===== src/rtl/ccff_bitstream_loader_if.sv =====
// Bitstream word channel from the SPI/wishbone bridge into the ccff loader.
// A word transfers on every prog_clk edge where cfg_valid && cfg_ready; the master holds
// cfg_data stable while cfg_valid is high, and cfg_ready may depend combinationally on loader state.
interface ccff_bitstream_loader_if #(
  parameter int WORD_W = 32
);
  logic [WORD_W-1:0] cfg_data;
  logic              cfg_valid;
  logic              cfg_ready;

  modport master (
    output cfg_data,
    output cfg_valid,
    input  cfg_ready
  );

  modport slave (
    input  cfg_data,
    input  cfg_valid,
    output cfg_ready
  );
endinterface


===== src/rtl/ccff_bitstream_loader.sv =====
// Serialises bitstream words MSB-first onto ccff_head, gates the chain shift and
// collects the bits coming back on ccff_tail for readback.
module ccff_bitstream_loader #(
  parameter int WORD_W    = 32,
  parameter int CHAIN_LEN = 1024,
  parameter int CNT_W     = $clog2(CHAIN_LEN + 1)
) (
  input  logic                  prog_clk,
  input  logic                  pReset,
  input  logic                  start,
  input  logic                  abort,
  ccff_bitstream_loader_if.slave cfg_if,
  output logic                  ccff_head,
  input  logic                  ccff_tail,
  output logic                  ccff_shift_en,
  output logic                  busy,
  output logic                  done,
  output logic [CNT_W-1:0]      bit_count,
  output logic [WORD_W-1:0]     tail_word,
  output logic [1:0]            state_o
);

  localparam int BL_W = $clog2(WORD_W + 1);

  typedef enum logic [1:0] {
    S_IDLE = 2'd0,
    S_LOAD = 2'd1,
    S_DONE = 2'd2
  } state_t;

  state_t            state_q;
  logic [WORD_W-1:0] shift_q;
  logic [WORD_W-1:0] tail_q;
  logic [BL_W-1:0]   bits_left_q;
  logic [CNT_W-1:0]  bit_count_q;
  logic              busy_q;
  logic              done_q;

  logic              in_load;
  logic              shift_en;
  logic              ready;
  logic              take_word;
  logic              last_bit;
  logic [31:0]       room;
  logic [BL_W-1:0]   load_bits;

  // room = chain bits not yet shifted and not already sitting in the shift register
  always_comb begin
    in_load   = (state_q == S_LOAD);
    shift_en  = in_load && (bits_left_q != '0);
    room      = 32'(CHAIN_LEN) - 32'(bit_count_q) - 32'(bits_left_q);
    ready     = in_load
                && ((bits_left_q == '0) || ((bits_left_q == BL_W'(1)) && shift_en))
                && (room != 32'd0);
    load_bits = (room >= 32'(WORD_W)) ? BL_W'(WORD_W) : BL_W'(room);
    take_word = cfg_if.cfg_valid && ready;
    last_bit  = shift_en && (bit_count_q == CNT_W'(CHAIN_LEN - 1));
  end

  always_ff @(posedge prog_clk or posedge pReset) begin
    if (pReset) begin
      state_q     <= S_IDLE;
      shift_q     <= '0;
      tail_q      <= '0;
      bits_left_q <= '0;
      bit_count_q <= '0;
      busy_q      <= 1'b0;
      done_q      <= 1'b0;
    end else begin
      case (state_q)
        S_IDLE, S_DONE: begin
          if (start && !abort) begin
            state_q     <= S_LOAD;
            busy_q      <= 1'b1;
            done_q      <= 1'b0;
            bit_count_q <= '0;
            tail_q      <= '0;
            shift_q     <= '0;
            bits_left_q <= '0;
          end
        end
        S_LOAD: begin
          if (shift_en) begin
            shift_q     <= shift_q << 1;
            bits_left_q <= bits_left_q - BL_W'(1);
            bit_count_q <= bit_count_q + CNT_W'(1);
            tail_q      <= {tail_q[WORD_W-2:0], ccff_tail};
          end
          if (take_word) begin
            shift_q     <= cfg_if.cfg_data;
            bits_left_q <= load_bits;
          end
          // The gated prog_clk still fires on the abort edge, so that bit is counted
          // before the loader drops the rest of the word.
          if (abort) begin
            state_q     <= S_IDLE;
            busy_q      <= 1'b0;
            shift_q     <= '0;
            bits_left_q <= '0;
          end else if (last_bit) begin
            state_q <= S_DONE;
            busy_q  <= 1'b0;
            done_q  <= 1'b1;
          end
        end
        default: begin
          state_q <= S_IDLE;
          busy_q  <= 1'b0;
        end
      endcase
    end
  end

  assign cfg_if.cfg_ready = ready;
  assign ccff_shift_en    = shift_en;
  assign ccff_head        = shift_q[WORD_W-1];
  assign busy             = busy_q;
  assign done             = done_q;
  assign bit_count        = bit_count_q;
  assign tail_word        = tail_q;
  assign state_o          = state_q;

endmodule

===== src/flat_wrapper.sv =====
// flat-port wrapper written by rule: the top's interface ports become plain ports
module ccff_bitstream_loader_flat 
#(
  parameter int WORD_W    = 32,
  parameter int CHAIN_LEN = 1024,
  parameter int CNT_W     = $clog2(CHAIN_LEN + 1)
)
  (prog_clk, pReset, start, abort, ccff_head, ccff_tail, ccff_shift_en, busy, done, bit_count, tail_word, state_o, cfg_if_cfg_data, cfg_if_cfg_valid, cfg_if_cfg_ready);
  ccff_bitstream_loader_if #(.WORD_W(WORD_W)) cfg_if_i ();
  input  logic prog_clk;
  input  logic pReset;
  input  logic start;
  input  logic abort;
  output logic ccff_head;
  input  logic ccff_tail;
  output logic ccff_shift_en;
  output logic busy;
  output logic done;
  output logic [CNT_W-1:0] bit_count;
  output logic [WORD_W-1:0] tail_word;
  output logic [1:0] state_o;
  input wire logic [$bits(cfg_if_i.cfg_data)-1:0] cfg_if_cfg_data;
  input wire logic [$bits(cfg_if_i.cfg_valid)-1:0] cfg_if_cfg_valid;
  output wire logic [$bits(cfg_if_i.cfg_ready)-1:0] cfg_if_cfg_ready;
  assign cfg_if_i.cfg_data = cfg_if_cfg_data;
  assign cfg_if_i.cfg_valid = cfg_if_cfg_valid;
  assign cfg_if_cfg_ready = cfg_if_i.cfg_ready;
  ccff_bitstream_loader #(.WORD_W(WORD_W), .CHAIN_LEN(CHAIN_LEN), .CNT_W(CNT_W)) u_core (.prog_clk(prog_clk), .pReset(pReset), .start(start), .abort(abort), .cfg_if(cfg_if_i), .ccff_head(ccff_head), .ccff_tail(ccff_tail), .ccff_shift_en(ccff_shift_en), .busy(busy), .done(done), .bit_count(bit_count), .tail_word(tail_word), .state_o(state_o));
endmodule

===== config.mk =====
export PLATFORM = sky130hd
export DESIGN_NAME = ccff_bitstream_loader_flat
export DESIGN_NICKNAME = d
export VERILOG_FILES = /design/src/rtl/ccff_bitstream_loader_if.sv /design/src/rtl/ccff_bitstream_loader.sv /design/src/flat_wrapper.sv
export SDC_FILE = /design/constraint.sdc
export NUM_CORES = 1
export LEC_CHECK = 0
export CORE_ASPECT_RATIO = 1.4
export CORE_MARGIN = 2
export CORE_UTILIZATION = 37
export CTS_BUF_LIST = sky130_fd_sc_hd__clkbuf_2
export DETAILED_ROUTE_END_ITERATION = 8
export PLACE_DENSITY = 0.71
export SETUP_SLACK_MARGIN = 0.1
export SLEW_MARGIN = 20
export SYNTH_ARGS = -nofsm -noshare
export SYNTH_HDL_FRONTEND = slang
export SYNTH_SLANG_ARGS = --single-unit

===== constraint.sdc =====
create_clock -name prog_clk -period 5.7 [get_ports prog_clk]
set_clock_uncertainty 0.05 [all_clocks]
set_input_delay 1.425 -clock prog_clk [delete_from_list [all_inputs] [get_ports prog_clk]]
set_output_delay 1.425 -clock prog_clk [all_outputs]
set_load 0.1 [all_outputs]

Word-level counts from Yosys, hierarchy flattened --
Cells that the tools add are included.
Word-level totals: register bits 85, word-level logic and storage cells 69, input bits 38
Cells by class: order comparisons 1, mux-type cells 28, reductions and logical operators 19, equal/unequal tests 10, add/subtract/negate cells 4
Operators by type and width (number):
- $mux 32 | 5
- $pmux 32 s2 | 2
- $ge 32x6->1 const B | 1
- $reduce_bool 32->1 | 1
- $sub 32x6->32 | 1
- $mux 6 | 5
- $mux 11 | 2
- $pmux 11 s2 | 1
- $pmux 6 s2 | 1
- $sub 11x11->12 const A | 1
- $add 11x1->11 const B | 1
- $eq 11x10->1 const B | 1
- $logic_and 1x1->1 | 7
- $eq 6x1->1 const B | 1
- $logic_not 6->1 | 1
- $mux 1 | 6
- $mux 2 | 3
- $ne 2x2->1 const B | 3
- $reduce_and 3->1 | 2
- $reduce_bool 6->1 | 1
- $sub 6x1->6 const B | 1
- $ne 4x4->1 const B | 1
- $pmux 1 s2 | 2
- $pmux 2 s2 | 1
- 11 further kinds | 11

Logic depth before layout (Yosys ltp) --
Gate-level depths: netlist of the first run.
word-level depth 10, gate-level depth with buffers 20, gate-level depth less buffers 18

Worst setup path before layout of the first run --
Ideal clock, no wire load.
path kind reg2out, start point register u_core.bit_count_q[3], in the netlist u_core.bit_count[3], end point output cfg_if_cfg_ready, path buffers 3, arrival 4780 ps, stages on the path, launching flop included 19, data required time 4225 ps, setup slack -555 ps, cells stage by stage dfrtp_1 > buf_4 > or3_4 > nor2_2 > mux2_2 > nand3_1 > nor3_1 > a21oi_1 > o32ai_1 > nand2_1 > ha_1 > nor4b_1 > nand4_1 > nor3_1 > o2111a_2 > nand4b_1 > buf_2 > buf_2 > and2_1
Between the ends: word-level cells in the longest chain between the ends 4
RTL lines:
- start, declared | RTL line ccff_bitstream_loader.sv:35 | logic [CNT_W-1:0] bit_count_q;
- start signal, assigned | RTL line ccff_bitstream_loader.sv:86 | bit_count_q <= bit_count_q + CNT_W'(1);
- $sub 11x11->12 | RTL line ccff_bitstream_loader.sv:51 | room = 32'(CHAIN_LEN) - 32'(bit_count_q) - 32'(bits_left_q);
- $sub 32x6->32 | RTL line ccff_bitstream_loader.sv:51
- $reduce_bool 32->1 | RTL line ccff_bitstream_loader.sv:54 | && (room != 32'd0);
- $logic_and 1x1->1 | RTL line ccff_bitstream_loader.sv:54
- end, declared | RTL line flat_wrapper.sv:24 | output wire logic [$bits(cfg_if_i.cfg_ready)-1:0] cfg_if_cfg_ready;
Every way passes these cells.

Final worst setup path of the first run --
Same ends and word-level chain as after synthesis.

==> results.sh, run 1 <==
export IMPL_postPlaceCellArea_mm2=0.00611
export IMPL_max_freq_mhz=177
export IMPL_power_density_mw_per_mm2=458
export IMPL_yosysSeqAreaShare=0.415
export IMPL_finalCritPeriodShare=0.990
export IMPL_grt_start_max_net_pins=69
export IMPL_synthTopCellsByCount="86 x nand2_1, 85 x dfrtp_1, 45 x inv_1, 43 x o21ai_0, 37 x nand3_1"
export IMPL_synthCells=566
export IMPL_finalHoldViolations=0
export IMPL_wl_per_cell_um=15.4
export IMPL_grtUsageTotal=0.181
export IMPL_cts_tree="yes"
export IMPL_area_growth_synth_to_final_pct=26.9
export IMPL_synth_edf_count=0
export IMPL_clock_sinks=85
export IMPL_whs_ns=0.447
export IMPL_gr_total_overflow=0
export IMPL_synth_warnings=0
export IMPL_initial_core_util=0.381
export IMPL_cp_required_ns=4.22
export IMPL_cts_hold_buffers=0
export IMPL_io_pins=88
export IMPL_final_core_util=0.484
export IMPL_clkTransAtPathRegs_ns=0.28
export IMPL_synth_top_area_cell="dfrtp_1"
export IMPL_portBuffers=87
export IMPL_avgViaCountPerCell=5.32
export IMPL_fin_nets=701
export IMPL_gp_congestion=0.849
export IMPL_slew_violations=0
export IMPL_hold_class="reg2reg"
export IMPL_end_kind="primary output"
export IMPL_path_class="reg2out"
export IMPL_maxCapViolCount=0
export IMPL_synthArstFlopShare=1.00
export IMPL_worstSetupStartpointType="flip-flop"
export IMPL_drive_gt1_frac=0.177
export IMPL_layout_min_cycle_time_ns=5.64
export IMPL_drt_antenna_violating_nets=0
export IMPL_std_cell_rows=50
export IMPL_coreArea_mm2=0.0135
export IMPL_grt_pass1_wl_mm=21.3
export IMPL_drc=0
export IMPL_htreeDepth=3
export IMPL_insertion_delay_ns=0.59
export IMPL_antenna_found_initial=1
export IMPL_clk_path_buf_depth=2
export IMPL_drt_iter0_drc=305
export IMPL_rr_worst_depth=19
export IMPL_synthTopCellsByArea="dfrtp_1 42%, o221ai_2 8.8%, nand2_1 6.3%"
export IMPL_chipHeight_um=143
export IMPL_crit_fanout=5
export IMPL_vias=4440
export IMPL_hold_depth=2
export IMPL_setup_tns_ns=0
export IMPL_wirelength_mm=12.9
export IMPL_first_pass_iters=4
export IMPL_synth_top_area_frac=0.415
export IMPL_cts_made_buffers=9
export IMPL_peakVddDrop_uv=285
export IMPL_outcome="finished clean"
export IMPL_grt_setup_unrepaired="yes"
export IMPL_grt_pass1_vias=4346
export IMPL_relSlewSlack=0.315
export IMPL_worst_slew_pin_slew_ns=1.02
export IMPL_synth_area_per_cell_um2=9.05
export IMPL_synth_most_common_cell="nand2_1"
export IMPL_die_x_um=103
export IMPL_hpwl_mm=8.84
export IMPL_cts_root_buf="clkbuf_2"
export IMPL_synth_ff_type="dfrtp_1"
export IMPL_synth_cell_types=58
export IMPL_arrival_ns=4.17
export IMPL_p_leak_nw=2.56
export IMPL_syn_area_mm2=0.00512
export IMPL_die_area_mm2=0.0148
export IMPL_design_area_mm2=0.00650
export IMPL_setup_violations=0
export IMPL_r2r_setup_slack_ns=1.03
export IMPL_ys_ff_latch=85
export IMPL_synth_nets=621
metal layers:
layer  vias to the layer above  global-route usage  wire (µm)
li1                       2176                   -          -
met1                      2161               0.225       5300
met2                        80               0.310       6900
met3                        23              0.0255        334
met4                         0              0.0762        335
met5                         -                   0          0
path summary, 6_finish.rpt:
kind	start	endpoint
max	u_core.bit_count[3]$_DFFE_PP0P_	cfg_if_cfg_ready
min	u_core.tail_word[27]$_DFFE_PP0P_	u_core.tail_word[28]$_DFFE_PP0P_
max reg2reg	u_core.bit_count[3]$_DFFE_PP0P_	u_core.bits_left_q[2]$_DFFE_PP0P_
min reg2reg	u_core.tail_word[27]$_DFFE_PP0P_	u_core.tail_word[28]$_DFFE_PP0P_
max in group asynchronous	pReset	u_core.bit_count[0]$_DFFE_PP0P_
min in group asynchronous	pReset	u_core.shift_q[17]$_DFFE_PP0P_
registers in the layout (all words and copies together), names as in the netlist:
signal / flops
u_core.shift_q: 32
u_core.tail_word: 32
u_core.bit_count: 11
u_core.bits_left_q: 6
u_core.state_o: 2
u_core.busy: 1
u_core.done: 1
layout by cell type (no fill, tap or decap), types with 3 or more instances in the layout:
| cell | instances |
|---|---|
| inv_1 | 44 |
| a21oi_1 | 9 |
| dfrtp_2 | 6 |
| nor2b_1 | 4 |
| nand2_1 | 84 |
| nor3_1 | 8 |
| nand3_1 | 36 |
| a41oi_1 | 4 |
| buf_4 | 29 |
| xor2_1 | 10 |
| mux2i_1 | 3 |
| xnor2_1 | 8 |
| nand2b_1 | 5 |
| nor2_1 | 25 |
| and3_1 | 5 |
| clkbuf_2 | 9 |
| o221ai_2 | 30 |
| o21a_1 | 5 |
| clkdlybuf4s50_1 | 85 |
| o21ai_0 | 40 |
| ha_4 | 3 |
| ha_1 | 12 |
| dfrtp_1 | 79 |
| o22ai_1 | 4 |
| nand4_1 | 34 |
power breakdown:
part	internal, mW	switching, mW
clock	0.108	0.233
sequential	0.668	0.0556
combinational	0.686	1.23
total	1.46	1.52
kinds of logic (layout without fill, tap and decap cells):
| group | Yosys count | in the layout | share of synthesized area |
|---|---|---|---|
| other cells | 0 | 1 | 0 |
| mux | 4 | 4 | 0.00806 |
| simple gates | 233 | 233 | 0.226 |
| flops | 85 | 85 | 0.415 |
| compound gates | 118 | 118 | 0.199 |
| buf+inv | 91 | 176 | 0.0786 |
| xor+xnor | 18 | 18 | 0.0308 |
| fa+ha+maj | 17 | 17 | 0.0430 |
stage by stage:
step                std cells  power [mW]  setup slack [ns]
floorplan                 566        2.09             0.103
global placement          798        2.42             0.520
detailed placement        798        2.45             0.363
CTS                       832        2.95            0.0237
global route              834        3.20            -0.309
finish                    834        2.98            0.0557
worst max-delay path, stage by stage (launching register included):
cell and delay (ns):
dfrtp_2 0.49, or3_4 0.41, nor2_4 0.13, mux2_4 0.18, nand3_4 0.09, nor3_4 0.19
a21oi_2 0.05, o32ai_2 0.20, buf_4 0.19, nand2b_1 0.07, ha_1 0.28, nor4b_2 0.27
nand4_1 0.14, nor3_2 0.13, o2111a_2 0.24, nand4b_1 0.15, and2_4 0.22, buf_12 0.16
cell type report:
cell class	instances	area, µm²
diodes	1	2.50
clock buffers	9	45.0
clock inverters	7	80.1
fillers	1288	6950
inverters	45	170
multi-input cells	390	2760
flip-flops and latches	85	2130
well taps	182	228
repair buffers	115	1090
timing repair:
action	CTS	global route
endpoints found under the hold margin	0	0
setup endpoints to repair	1	1
pin swaps	16	1
buffers inserted	18	1
gates resized for setup	17	7
cloned	0	0
No activity file was read; power rests on OpenSTA's default activity.
==> run 2, diff against run 1 <==
CORE_UTILIZATION = 55   (was 37)
PLACE_DENSITY = 0.94   (was 0.71)
==> run 2 against run 1 <==
Compared with the run above:
- combinational power rose by 8%
- sequential cell count stayed put
- worst setup slack got worse by 0.026 ns
- register-to-register slack got worse by 0.07 ns
- worst hold slack gained 0.040 ns
- sequential share of layout area increased by 0.47 points
- design area decreased by 1.4%
- via count rose by 6.4%
- global-route usage rose by 8.2 points
- core utilization is 23 points higher
- critical path depth is 1 lower
- critical endpoint unchanged
- largest cell class unchanged
==> results.sh, run 2 (synthesized netlist as in run 1, its figures left out) <==
export IMPL_max_freq_mhz=176
export IMPL_finalHoldViolations=0
export IMPL_clkTransAtPathRegs_ns=0.29
export IMPL_antennaDiodeCount=0
export IMPL_postPlaceCellArea_mm2=0.00601
export IMPL_std_cell_rows=41
export IMPL_antenna_found_initial=0
export IMPL_initial_core_util=0.568
export IMPL_design_area_mm2=0.00641
export IMPL_p_leak_nw=2.57
export IMPL_layout_min_cycle_time_ns=5.67
export IMPL_relSlewSlack=0.313
export IMPL_swShare=0.520
export IMPL_r2r_start="u_core.bit_count[0]$_DFFE_PP0P_"
export IMPL_chipHeight_um=118
export IMPL_power_density_mw_per_mm2=487
export IMPL_min_from="u_core.tail_word[25]$_DFFE_PP0P_"
export IMPL_hpwl_mm=8.61
export IMPL_clockPowerShare=0.100
export IMPL_drt_antenna_violating_nets=0
export IMPL_cts_root_buf="clkbuf_2"
export IMPL_insertion_delay_ns=0.60
export IMPL_arrival_ns=4.20
export IMPL_hold_depth=2
export IMPL_seq_power_share=0.233
export IMPL_outcome="finished clean"
export IMPL_timing_rr_end="u_core.bits_left_q[2]$_DFFE_PP0P_"
export IMPL_setup_violations=0
export IMPL_grt_start_max_net_pins=70
export IMPL_grt_pass1_wl_mm=21.6
export IMPL_wl_per_cell_um=17.5
export IMPL_clock_sinks=85
export IMPL_gp_congestion=0.891
export IMPL_wirelength_mm=13.3
export IMPL_cp_required_ns=4.22
export IMPL_drc=0
export IMPL_p_comb_frac=0.667
export IMPL_hold_class="reg2reg"
export IMPL_first_pass_iters=8
export IMPL_coreArea_mm2=0.00903
export IMPL_cts_hold_buffers=0
export IMPL_cts_tree="yes"
export IMPL_layout_common_cells="86 x nand2_1, 85 x clkdlybuf4s50_1, 79 x dfrtp_1"
export IMPL_grt_setup_unrepaired="yes"
export IMPL_grtUsageTotal=0.263
export IMPL_avgViaCountPerCell=6.22
export IMPL_vias=4724
export IMPL_rr_worst_depth=18
export IMPL_htreeDepth=3
export IMPL_setup_tns_ns=0
export IMPL_die_x_um=85.6
export IMPL_finalCritPeriodShare=0.995
export IMPL_cts_made_buffers=9
export IMPL_worstHoldEndpoint="u_core.tail_word[26]$_DFFE_PP0P_"
export IMPL_portBuffers=87
export IMPL_crit_fanout=6
export IMPL_worst_slew_pin_slew_ns=1.03
export IMPL_worstSetupStartpointType="flip-flop"
export IMPL_intPower_mw=1.50
export IMPL_clk_path_buf_depth=2
export IMPL_grt_pass1_vias=4634
export IMPL_p_total_mw=3.12
export IMPL_end_kind="primary output"
export IMPL_drive_gt1_frac=0.179
export IMPL_fin_nets=703
export IMPL_area_growth_synth_to_final_pct=25.1
export IMPL_slew_violations=0
export IMPL_io_pins=88
export IMPL_die_area_mm2=0.0101
export IMPL_layout_commonest_cell="nand2_1"
export IMPL_peakVddDrop_uv=418
export IMPL_drt_iter0_drc=420
export IMPL_maxCapViolCount=0
export IMPL_netSwitchingPower_mw=1.62
export IMPL_r2r_setup_slack_ns=0.96
export IMPL_gr_total_overflow=0
export IMPL_path_class="reg2out"
run 2: cell types whose count changed in the layout (fill, tap and decap cells not counted), sizes merged:
| cell | previous run | this run |
|---|---|---|
| diode | 1 | 0 |
| inv | 47 | 48 |
| bufinv | 1 | 0 |
| buf | 30 | 32 |
run 2: repair_timing:
action,in CTS,in global routing
gates resized for setup,14,12
endpoints found under the setup margin,1,1
pin swaps,11,8
setup buffers,17,4
run 2: per-stage QoR:
step	util	setup slack (ns)	hold WS (ns)	cells
after floorplan	-	0.103	0.423	566
final	0.710	0.0296	0.487	760
after detailed placement	0.666	0.395	0.439	723
after CTS	0.698	0.101	0.492	756
after global routing	0.710	-0.139	0.520	760
after global placement	0.666	0.550	0.434	723
run 2: worst max path at each step:
stage,start,end,cells after the start
2_1_floorplan,u_core.bit_count[2]$_DFFE_PP0P_,cfg_if_cfg_ready,18
3_3_place_gp,u_core.bit_count[2]$_DFFE_PP0P_,cfg_if_cfg_ready,16
3_5_place_dp,u_core.bit_count[0]$_DFFE_PP0P_,cfg_if_cfg_ready,18
4_1_cts,u_core.bit_count[4]$_DFFE_PP0P_,cfg_if_cfg_ready,17
5_1_grt,u_core.bit_count[0]$_DFFE_PP0P_,cfg_if_cfg_ready,16
6_report,u_core.bit_count[0]$_DFFE_PP0P_,cfg_if_cfg_ready,16
run 2: critical path, stage by stage, from the launching register on:
cell and delay (ns):
dfrtp_2 0.50, buf_4 0.18, nor3_4 0.25, xnor2_2 0.19
ha_4 0.27, o211a_1 0.15, o31ai_2 0.10, a21o_1 0.24
nand2_1 0.07, ha_1 0.29, nor4bb_2 0.29, nand4_1 0.15
nor3_2 0.12, o2111a_2 0.25, nand4b_1 0.14, and2_4 0.22
buf_12 0.16
run 2: layout make-up:
class	instances	area [µm²]
multi-input combinational	390	2760
fill	632	2620
sequential	85	2130
timing repair buffer	117	1100
inverter	45	170
tap	107	134
clock inverter	7	66.3
clock buffer	9	45.0
run 2: metal layers:
layer  vias up  routed length [µm]  global-route usage
li1       2178                   -                   -
met1      2298                5010               0.309
met2       197                7070               0.453
met3        51                 664              0.0531
met4         0                 530               0.130
met5         -                   0                   0
run 2: power by group through the flow:
stage / Combinational (mW) / Clock (mW) / Sequential [mW]
2_1_floorplan: 1.17 / 0 / 0.920
3_3_place_gp: 1.64 / 0 / 0.739
3_5_place_dp: 1.69 / 0 / 0.745
4_1_cts: 1.86 / 0.317 / 0.725
5_1_grt: 2.22 / 0.338 / 0.734
6_report: 2.08 / 0.312 / 0.727
==> run 3, diff against run 2 <==
CORE_MARGIN = 1   (was 2)
CTS_BUF_LIST = sky130_fd_sc_hd__clkbuf_8   (was sky130_fd_sc_hd__clkbuf_2)
==> run 3 against run 2 <==
Compared with the run above:
- sequential cell count unchanged
- wire length down 2.2%
- count of clock-buffer cells in the layout grew 1
- die area fell by 4.0%
- via count down 2.6%
- critical path depth rose by 1
- fmax increased by 4.9%
- non-clock buffer count shrank 2
- first-iteration DRC count decreased by 15%
- highest routed layer unchanged
==> results.sh, run 3 (synthesized netlist as in run 1, its figures left out) <==
export IMPL_outcome="finished clean"
export IMPL_antenna_found_initial=0
export IMPL_dp_slack_ns=0.404
export IMPL_drive_gt1_frac=0.161
export IMPL_drc=0
export IMPL_coreArea_mm2=0.00903
export IMPL_die_x_um=83.6
export IMPL_clk_path_buf_depth=2
export IMPL_r2r_start="u_core.bit_count[3]$_DFFE_PP0P_"
export IMPL_std_cell_rows=41
export IMPL_rr_worst_depth=20
export IMPL_antennaDiodeCount=0
export IMPL_setup_violations=0
export IMPL_dp_cells=725
export IMPL_io_pins=88
export IMPL_area_growth_synth_to_final_pct=25.1
export IMPL_r2r_setup_slack_ns=1.02
export IMPL_max_freq_mhz=185
export IMPL_arrival_ns=3.93
export IMPL_min_from="u_core.tail_word[26]$_DFFE_PP0P_"
export IMPL_initial_core_util=0.568
export IMPL_hpwl_mm=8.33
export IMPL_vias=4600
export IMPL_crit_fanout=7
export IMPL_relSlewSlack=0.305
export IMPL_grt_setup_unrepaired="no"
export IMPL_portBuffers=87
export IMPL_gr_total_overflow=0
export IMPL_clock_sinks=85
export IMPL_gr_usage_met2=0.458
export IMPL_hold_depth=2
export IMPL_htreeDepth=3
export IMPL_instances_no_fill=758
export IMPL_cp_buffers_inverters=2
export IMPL_peakVddDrop_uv=564
export IMPL_postPlaceCellArea_mm2=0.00603
export IMPL_use_met3=0.0367
export IMPL_worstSetupStartpointType="flip-flop"
export IMPL_maxCapViolCount=0
export IMPL_num_fill_cells=621
export IMPL_cts_hold_buffers=0
export IMPL_timing_rr_end="u_core.shift_q[30]$_DFFE_PP0P_"
export IMPL_drt_antenna_violating_nets=0
export IMPL_cts_made_buffers=9
export IMPL_worstHoldEndpoint="u_core.tail_word[27]$_DFFE_PP0P_"
export IMPL_fin_ws_ns=0.293
export IMPL_first_pass_iters=5
export IMPL_power_density_mw_per_mm2=486
export IMPL_layout_commonest_cell="nand2_1"
export IMPL_wirelength_mm=13.0
export IMPL_cpMostUsedCell="nor3_2"
export IMPL_grt_pass1_vias=4257
export IMPL_layout_common_cells="86 x nand2_1, 85 x clkdlybuf4s50_1, 79 x dfrtp_1"
export IMPL_max_stage_delay_ns=0.46
export IMPL_critPathSlowestCell="dfrtp_2"
export IMPL_busiest_layer="met2"
export IMPL_grtUsageTotal=0.259
export IMPL_clkTransAtPathRegs_ns=0.10
export IMPL_avgViaCountPerCell=6.07
export IMPL_path_delay_family="simple AND/OR/NAND/NOR gates"
export IMPL_p_total_mw=3.11
export IMPL_cts_root_buf="clkbuf_8"
export IMPL_layout_min_cycle_time_ns=5.41
export IMPL_cp_required_ns=4.22
export IMPL_use_met1=0.310
export IMPL_setup_tns_ns=0
export IMPL_fin_nets=701
export IMPL_end_kind="primary output"
export IMPL_worst_slew_pin_slew_ns=1.04
export IMPL_insertion_delay_ns=0.37
export IMPL_finalCritPeriodShare=0.949
export IMPL_grt_start_max_net_pins=70
export IMPL_drt_iter0_drc=356
export IMPL_finalHoldViolations=0
export IMPL_chipHeight_um=116
export IMPL_wl_per_cell_um=17.1
export IMPL_gp_congestion=0.903
export IMPL_die_area_mm2=0.00971
export IMPL_path_class="reg2out"
export IMPL_cp_cell_sequence="or3_4, nor2_4, mux2_4, nand3_2, nor3_2, a21oi_1, o32ai_2, buf_4, nand2b_1, ha_1, nor4b_2, nand4_1, nor3_2, o2111a_2, nand4b_1, and2_4, buf_12"
export IMPL_cts_tree="yes"
export IMPL_slew_violations=0
export IMPL_p_leak_nw=2.57
export IMPL_hold_class="reg2reg"
export IMPL_design_area_mm2=0.00641
export IMPL_grt_pass1_wl_mm=20.2
run 3: cell count changes in the layout (fill, tap and decap cells not counted), sizes merged:
cell | before | now
clkbuf | 9 | 10
clkinvlp | 1 | 0
inv | 48 | 47
bufinv | 0 | 1
buf | 32 | 30
run 3: what timing repair did:
item,4_1_cts,5_1_grt
cloned,0,0
endpoints found under the setup margin,1,1
buffers inserted,2,15
resized for setup,0,10
pin swaps,1,9
run 3: power by group:
part	internal (mW)	total [mW]	switching, mW
sequential	0.668	0.735	0.0671
combinational	0.675	1.91	1.23
clock	0.224	0.472	0.248
run 3: worst max path at each step:
stage | cells after the start | endpoint | slack (ns) | startpoint
global route | 17 | cfg_if_cfg_ready | 0.08 | u_core.bit_count[3]$_DFFE_PP0P_
global placement | 16 | cfg_if_cfg_ready | 0.59 | u_core.bit_count[2]$_DFFE_PP0P_
floorplan | 18 | cfg_if_cfg_ready | 0.10 | u_core.bit_count[2]$_DFFE_PP0P_
detailed placement | 18 | cfg_if_cfg_ready | 0.40 | u_core.bit_count[0]$_DFFE_PP0P_
finish | 17 | cfg_if_cfg_ready | 0.29 | u_core.bit_count[3]$_DFFE_PP0P_
CTS | 19 | cfg_if_cfg_ready | 0.13 | u_core.bit_count[0]$_DFFE_PP0P_
run 3: final cells by class:
class                      count  area (µm²)  area share
clock buffer                  10         138      0.0215
clock inverter                 6        78.8      0.0123
inverter                      45         170      0.0265
multi-input combinational    390        2670       0.416
sequential                    85        2130       0.333
tap                          107         134      0.0209
timing repair buffer         115        1090       0.170
run 3: metal layers:
metal,vias up,wire [µm]
li1,2169,-
met1,2222,5220
met2,158,6740
met3,51,492
met4,0,540
met5,-,0
run 3: through the flow:
stage                     hold WS [ns]  utilization
final                            0.472        0.710
after global routing             0.493        0.710
after CTS                        0.475        0.693
after detailed placement         0.438        0.668
after global placement           0.433        0.668
after floorplan                  0.423            -
run 3: tightest hold or removal path, stage by stage (launching register included):
cell     delay (ns)
dfrtp_1        0.37
nand2_1        0.06
o21ai_0        0.06
